`src/rtl/conv1_frame_sched.sv`:
```
// conv1_frame_sched
//
// Frame sequencer for the first convolution stage of the MNIST CNN.
// When a start request arrives, it reads one WIDTHxHEIGHT image from a
// synchronous pixel memory at one pixel per clock, with no gaps, and feeds it
// to the conv-1 window buffer. It also follows the FILTER_SIZE x FILTER_SIZE
// windows that the buffer reports. Each window is tagged with its output row
// and column, and the final window is flagged. A drain watchdog sets a sticky
// error if the buffer goes quiet before the frame is complete.
//
// Ports
//   clk, rst_n     rising-edge clock, synchronous active-low reset
//   start          frame request, only honoured in IDLE
//   img_base       address of pixel 0, captured when start is accepted
//   busy           high while a frame is in flight (FETCH, DRAIN, DONE)
//   done           one-cycle completion pulse
//   error          sticky watchdog flag, cleared by the next accepted start
//   mem_rd_en      pixel memory read strobe
//   mem_addr       pixel memory read address (wraps modulo 2^ADDR_BITS)
//   mem_rd_data    pixel memory data, valid the cycle after mem_rd_en
//   pix_out        pixel to the window buffer
//   pix_valid      pix_out carries a frame pixel
//   win_valid_in   window-valid flag coming back from the window buffer
//   out_valid      current window belongs to this frame
//   out_row        output row of the current window
//   out_col        output column of the current window
//   out_last       current window is the last one of the frame
module conv1_frame_sched #(
   parameter int WIDTH       = 28,
   parameter int HEIGHT      = 28,
   parameter int FILTER_SIZE = 5,
   parameter int DATA_BITS   = 8,
   parameter int ADDR_BITS   = 16,
   parameter int TIMEOUT     = 64
) (
   input  logic                 clk,
   input  logic                 rst_n,
   input  logic                 start,
   input  logic [ADDR_BITS-1:0] img_base,
   output logic                 busy,
   output logic                 done,
   output logic                 error,
   output logic                 mem_rd_en,
   output logic [ADDR_BITS-1:0] mem_addr,
   input  logic [DATA_BITS-1:0] mem_rd_data,
   output logic [DATA_BITS-1:0] pix_out,
   output logic                 pix_valid,
   input  logic                 win_valid_in,
   output logic                 out_valid,
   output logic [4:0]           out_row,
   output logic [4:0]           out_col,
   output logic                 out_last
);

   localparam int NPIX     = WIDTH * HEIGHT;
   localparam int NWIN     = (WIDTH - FILTER_SIZE + 1) * (HEIGHT - FILTER_SIZE + 1);
   localparam int PIX_BITS = $clog2(NPIX);
   localparam int WIN_BITS = $clog2(NWIN + 1);
   localparam int WD_BITS  = $clog2(TIMEOUT + 1);

   typedef enum logic [1:0] {
      IDLE,
      FETCH,
      DRAIN,
      DONE
   } state_t;

   state_t               state;
   state_t               state_nxt;
   logic [ADDR_BITS-1:0] base;
   logic [PIX_BITS-1:0]  pix_cnt;
   logic [WIN_BITS-1:0]  win_cnt;
   logic [4:0]           row;
   logic [4:0]           col;
   logic [WD_BITS-1:0]   wdog;
   logic [WD_BITS-1:0]   wdog_inc;
   logic                 tracking;
   logic                 last_pix;
   logic                 wdog_expire;

   // State register. A reset in the middle of a frame drops straight back
   // to IDLE, so no done pulse is produced for an aborted frame.
   always_ff @(posedge clk) begin
      if (!rst_n) begin
         state <= IDLE;
      end else begin
         state <= state_nxt;
      end
   end

   // Next-state and output decode. The window tag outputs are driven
   // combinationally from win_valid_in and the registered row/col counters,
   // so they line up with the cycle in which the window buffer presents its
   // data. Windows are only accepted in FETCH and DRAIN. A window and a
   // watchdog expiry cannot both happen in one cycle, because expiry needs an
   // idle cycle. If the final window arrives on the cycle expiry was due, the
   // window is taken and error stays clear.
   always_comb begin
      state_nxt   = state;
      busy        = (state != IDLE);
      done        = (state == DONE);
      mem_rd_en   = (state == FETCH);
      mem_addr    = '0;
      pix_out     = '0;
      tracking    = (state == FETCH) || (state == DRAIN);
      out_valid   = tracking && win_valid_in;
      out_row     = '0;
      out_col     = '0;
      out_last    = 1'b0;
      last_pix    = (pix_cnt == PIX_BITS'(NPIX - 1));
      wdog_inc    = wdog + 1'b1;
      wdog_expire = (state == DRAIN) && !win_valid_in && (wdog_inc == WD_BITS'(TIMEOUT));

      if (mem_rd_en) begin
         mem_addr = base + ADDR_BITS'(pix_cnt);
      end
      if (pix_valid) begin
         pix_out = mem_rd_data;
      end
      if (out_valid) begin
         out_row  = row;
         out_col  = col;
         out_last = (win_cnt == WIN_BITS'(NWIN - 1));
      end

      case (state)
         IDLE: begin
            if (start) begin
               state_nxt = FETCH;
            end
         end
         FETCH: begin
            if (last_pix) begin
               state_nxt = DRAIN;
            end
         end
         DRAIN: begin
            if (out_last || wdog_expire) begin
               state_nxt = DONE;
            end
         end
         DONE: begin
            state_nxt = IDLE;
         end
         default: begin
            state_nxt = IDLE;
         end
      endcase
   end

   // Datapath registers. pix_valid is the read strobe delayed by one stage,
   // which matches the one-cycle read latency of the pixel memory. The frame
   // counters are cleared only when a new start is accepted, so their values
   // stay visible after a frame ends. The watchdog advances only in DRAIN.
   // During FETCH the buffer is still being filled, so a gap between windows
   // is expected there.
   always_ff @(posedge clk) begin
      if (!rst_n) begin
         base      <= '0;
         pix_cnt   <= '0;
         win_cnt   <= '0;
         row       <= '0;
         col       <= '0;
         wdog      <= '0;
         error     <= 1'b0;
         pix_valid <= 1'b0;
      end else begin
         pix_valid <= mem_rd_en;

         case (state)
            IDLE: begin
               if (start) begin
                  base    <= img_base;
                  error   <= 1'b0;
                  pix_cnt <= '0;
                  win_cnt <= '0;
                  row     <= '0;
                  col     <= '0;
                  wdog    <= '0;
               end
            end
            FETCH: begin
               if (!last_pix) begin
                  pix_cnt <= pix_cnt + 1'b1;
               end
            end
            DRAIN: begin
               if (win_valid_in) begin
                  wdog <= '0;
               end else begin
                  wdog <= wdog_inc;
               end
               if (wdog_expire) begin
                  error <= 1'b1;
               end
            end
            default: begin
            end
         endcase

         if (out_valid) begin
            win_cnt <= win_cnt + 1'b1;
            if (col == 5'(WIDTH - FILTER_SIZE)) begin
               col <= '0;
               row <= row + 1'b1;
            end else begin
               col <= col + 1'b1;
            end
         end
      end
   end

endmodule

```
`config.mk`:
```
export PLATFORM = sky130hd
export DESIGN_NAME = conv1_frame_sched
export DESIGN_NICKNAME = d
export VERILOG_FILES = /design/src/rtl/conv1_frame_sched.sv
export SDC_FILE = /design/constraint.sdc
export NUM_CORES = 1
export LEC_CHECK = 0
export CAP_MARGIN = 0
export CORE_ASPECT_RATIO = 1.25
export CORE_MARGIN = 2
export CORE_UTILIZATION = 52
export DETAILED_ROUTE_END_ITERATION = 8
export PLACE_DENSITY = 0.81
export SETUP_SLACK_MARGIN = 0.15
export SKIP_LAST_GASP = 1
export SYNTH_ARGS = -nofsm -noshare
export SYNTH_HDL_FRONTEND = slang
export SYNTH_SLANG_ARGS = --single-unit
```
`constraint.sdc`:
```
create_clock -name clk -period 3.3 [get_ports clk]
set_input_delay 0.66 -clock clk [delete_from_list [all_inputs] [get_ports clk]]
set_output_delay 0.66 -clock clk [all_outputs]
set_load 0.05 [all_outputs]
```
### After elaboration in Yosys (flattened, before gate mapping)

Cells that the tools add are included.

* register bits after elaboration: 57
* output and inout bits: 41
* word-level logic and storage cells: 73
* bits of input ports: 28

* equality and inequality tests: 12
* mux-type cells: 28
* reductions and logical operators: 18
* $add $sub $neg: 6

Operators by type and width (number)
* 5-bit 2-to-1 mux: 10
* 10-bit 2-to-1 mux: 4
* 10-bit by 1-bit adder with 10-bit output, second input constant: 2
* 10-bit equality test, second input constant: 2
* 10-bit case mux with 2 select lines: 1
* 16-bit by 10-bit adder with 16-bit output: 1
* 16-bit 2-to-1 mux: 1
* 7-bit 2-to-1 mux: 2
* 7-bit case mux with 2 select lines: 1
* 5-bit by 1-bit adder with 5-bit output, second input constant: 2
* 2-bit nonzero test: 5
* 3-bit AND reduction: 3
* 8-bit 2-to-1 mux: 1
* 2-bit case mux with 4 select lines: 1
* 7-bit by 1-bit adder with 7-bit output, second input constant: 1
* 7-bit equality test, second input constant: 1
* 2-bit 2-to-1 mux: 3
* 2-bit inequality test, second input constant: 3
* 2-bit AND reduction: 3
* 5-bit equality test, second input constant: 1
* 2-bit equality test, second input constant: 2
* 2-bit by 1-bit inequality test with 1-bit output, second input constant: 2
* 1-bit logical AND: 3
* 1-bit 2-to-1 mux: 3
* 5 further kinds: 6

### Longest topological paths before layout

* depth after elaboration: 7
* gate-level depth with buffers: 9
* depth with buffers taken out: 8

### Worst setup path after synthesis

Ideal clock, no wire load.

* path type: flip-flop to output port
* start: register pix_cnt[0]
* end: output port mem_addr[6]
* arrival: 2.673 ns
* path slack: -0.033 ns
* buffers on the path: 0
* data required time: 2.640 ns
* stages on the path, launching flop included: 7
* cell sequence: dfxtp_1 ha_1 fa_1 a211oi_1 o21ai_1 and2_1 a211oi_1

* word-level cells in the longest chain between the ends: 2

Ends and longest elaborated chain
* start: declaration: line 71 `logic [PIX_BITS-1:0] pix_cnt;`
* start signal: assignment: line 184 `pix_cnt <= pix_cnt + 1'b1;`
* 16-bit by 10-bit adder with 16-bit output: line 115 `mem_addr = base + ADDR_BITS'(pix_cnt);`
* 16-bit 2-to-1 mux: line 114 `if (mem_rd_en) begin`
* end: declaration: line 44 `output logic [ADDR_BITS-1:0] mem_addr,`

No other way between the ends.

### Final worst setup path

* start: register pix_cnt[2]
* end: output port mem_addr[15]

The elaborated chain is that of the path after synthesis.

==> out/metrics.csv <==
stage,metric,value,unit
synth,sequential fraction of the synthesis area,0.335,
synth,Syn Std Cell Area,3410,um2
synth,share of Yosys cell area claimed by the top area cell type,0.335,
final_layout,fin cells,605,
timing,final setup margin,123,ps
drt,Detailed Route Iter0 Violations,213,
run_status,status,finished clean,
setup_path,crit path DAT,2520,ps
timing,Tightest Pin Transition,798,ps
setup_path,largest stage delay on the critical path,410,ps
timing,Final Cycle Share,0.963,
power,PD cells,581,nW/um2
clock_network,clk slew on worst S/H paths,60,ps
drt,# DRC,0,
placement,DP Worst Slack,234,ps
final_layout,layout cells sized above 1,0.151,
grt,vias in the first global route,3195,
floorplan,io pins,69,
clock_network,# clock sinks,57,
drt,Met1 Wirelength,3670,um
synth,cell taking the most area after synthesis,dfxtp_1,
timing,Final Hold Vio Count,0,
drt,routed len/inst,15.3,um
synth,Synth Register Bits,57,
drt,routed wire length,9240,um
run,max_cap viols,0,
timing,minimum clock period,3180,ps
synth,Unique masters post-synth,53,
final_layout,Nets,562,
synth,Yosys warnings,0,
timing,TNS Setup,0,ps
setup_path,internal reg-to-reg setup slack,930,ps
grt,Global Route Usage Sum,0.247,
clock_network,# hold bufs at CTS,0,
timing,RSZ-0062 raised after global routing,true,
final_layout,"commonest non-fill, non-tap cells in the layout","nand2_1 (57), dfxtp_1 (56), nor2_1 (50)",
placement,DP HPWL,6390,um
synth,Syn Inst Count,441,
synth,fraction of synthesis flops using an asynchronous set or reset pin,0,
grt,grt ovf,0,
final_layout,"commonest non-fill, non-tap cell in the layout",nand2_1,
grt,antenna violations before repair,0,
clock_network,H-tree depth,3,
grt,first-pass GRT wire length,14300,um
setup_path,Crit Path Class,flip-flop to output pin,
power,Peak VDD IR,0.373,mV
timing,final setup vio count,0,
placement,routability-driven placement congestion ratio,0.897,
timing,Clock Skew,6.55,ps
drt,vias,3475,
drt,top sig layer,met4,
drt,Routed Antenna Nets,0,
timing,Hold WS,453,ps
drt,routed wl met2,4940,um
synth,dominant cells by area after synthesis,"dfxtp_1 (33%), a21oi_1 (7.5%), ha_1 (7.3%)",
setup_path,Critical Path RT,2640,ps
drt,Pre-Repair DR Iteration Count,4,
clock_network,Root Buffer,clkbuf_8,
setup_path,most used cell along the critical path,o211ai_1,
synth,number of synthesized flops with an enable pin,0,
setup_path,CP Max Fanout,5,
drt,Vias/cell,5.74,
setup_path,CP startpoint kind,flip-flop,
grt,largest net degree at the start of global routing,46,
floorplan,Rows,33,
clock_network,CTS max path bufs,2,
final_layout,# diodes,0,
setup_path,critical-path cell list,"ha_1, o211ai_1, o21ai_2, o211ai_1, buf_4, a211oi_2, mux2i_1, buf_12",
power,total power,2630,uW
power,Leak,0.00185,uW
clock_network,Clock Latency Late Sink,340,ps
final_layout,P&R area growth vs syn,32.6,%
timing,Relative slew margins,0.468,
setup_path,worst-path cell with the longest stage delay,ha_1,
floorplan,Core Region,6440,um2
clock_network,Num CTS Buffers,9,
synth,syn_nets,490,
floorplan,Initial Util,0.530,
synth,leading register cell type out of synthesis,dfxtp_1,
floorplan,die area,7230,um2
placement,IO buf count,68,
setup_path,critical path endpoint category,output pin,
floorplan,DIE HEIGHT,94.6,um
clock_network,CTS tree,built,
timing,Max Fclk,315,MHz
hold_path,HP Class,flip-flop to flip-flop,
placement,placed cells,585,
synth,syn_area_per_cell,7.73,um2
floorplan,Die X-Extent,76.4,um
drt,met3 wire length,499,um
timing,Final Max Tran Viols,0,
==> per-stage QoR <==
step           instance area (um2)  utilization
2_1_floorplan                 3430            -
3_3_place_gp                  4230        0.657
3_5_place_dp                  4230        0.657
4_1_cts                       4470        0.693
5_1_grt                       4520        0.702
6_report                      4520        0.702
==> final cells by class <==
class | count | area (um2)
tap | 87 | 109
inverter | 9 | 33.8
timing repair buffer | 76 | 787
sequential | 57 | 1140
clock buffer | 14 | 183
clock inverter | 2 | 10.0
multi-input combinational | 360 | 2260
fill | 535 | 1920
==> routing by layer <==
metal  vias to the layer above  global-route usage
met4                         0               0.100
met5                         -                   0
li1                       1724                   -
met1                      1641               0.260
met3                        11              0.0583
met2                        99               0.473
==> path summary, 6_finish.rpt <==
path,cells after the start,to,start
setup reg to reg,8,col[4],state[1]
hold reg to reg,1,row[4],row[4]
hold / removal,1,row[4],row[4]
setup / recovery,8,mem_addr[15],pix_cnt[2]
==> report_power, final <==
part | leakage [uW] | switching, uW | internal (uW)
Sequential | 0.000463 | 70.6 | 759
Combinational | 0.00128 | 782 | 387
Clock | 0.000102 | 277 | 352
==> cells in the mapped netlist (all sizes together), types with 2 or more instances <==
| cell | number |
|---|---|
| nor3b | 3 |
| nand2 | 57 |
| nand4b | 2 |
| nor2 | 51 |
| mux2i | 6 |
| xor2 | 11 |
| a31oi | 3 |
| a21o | 5 |
| or2 | 3 |
| mux2 | 3 |
| nand2b | 6 |
| a21oi | 51 |
| o311ai | 2 |
| o21a | 2 |
| xnor2 | 2 |
| a211oi | 6 |
| or3 | 5 |
| dfxtp | 57 |
| o211ai | 3 |
| and3 | 18 |
| nor2b | 2 |
| ha | 20 |
| and2 | 18 |
| o21ai | 25 |
| buf | 3 |
| nand4 | 7 |
| a221oi | 2 |
| nor4 | 3 |
| nand3b | 4 |
| a22oi | 3 |
| a311oi | 3 |
| a21boi | 2 |
| clkbuf | 12 |
| or4 | 2 |
| inv | 9 |
| nor3 | 5 |
| nand3 | 18 |
==> registers in the layout, indices dropped and copies added, names as in the netlist <==
| name | cells |
|---|---|
| win_cnt | 10 |
| pix_cnt | 10 |
| state | 2 |
| row | 5 |
| wdog | 7 |
| col | 5 |
| pix_valid | 1 |
| error | 1 |
| base | 16 |
==> critical path, delay by kind of cell, from the launching register on <==
kind / cells / cell delay (ps)
DFF: 1 / 340
AOI/OAI and AO/OA: 4 / 770
muxes: 1 / 320
adders and majority gates: 1 / 410
buffers and inverters: 2 / 340
==> timing repair <==
item,4_1_cts,5_1_grt
gates cloned,0,0
pin swaps,4,6
buffers inserted,1,3
endpoints found under the setup margin,7,11
gates resized for setup,10,9
==> logic make-up after synthesis <==
family	after synthesis	synth area share
flops	57	0.335
simple gates	207	0.303
mux	9	0.0275
buf+inv	24	0.0264
xor+xnor	13	0.0334
compound gates	110	0.196
fa+ha+maj	21	0.0792
Note: power is estimated with default switching activity, not from simulation.
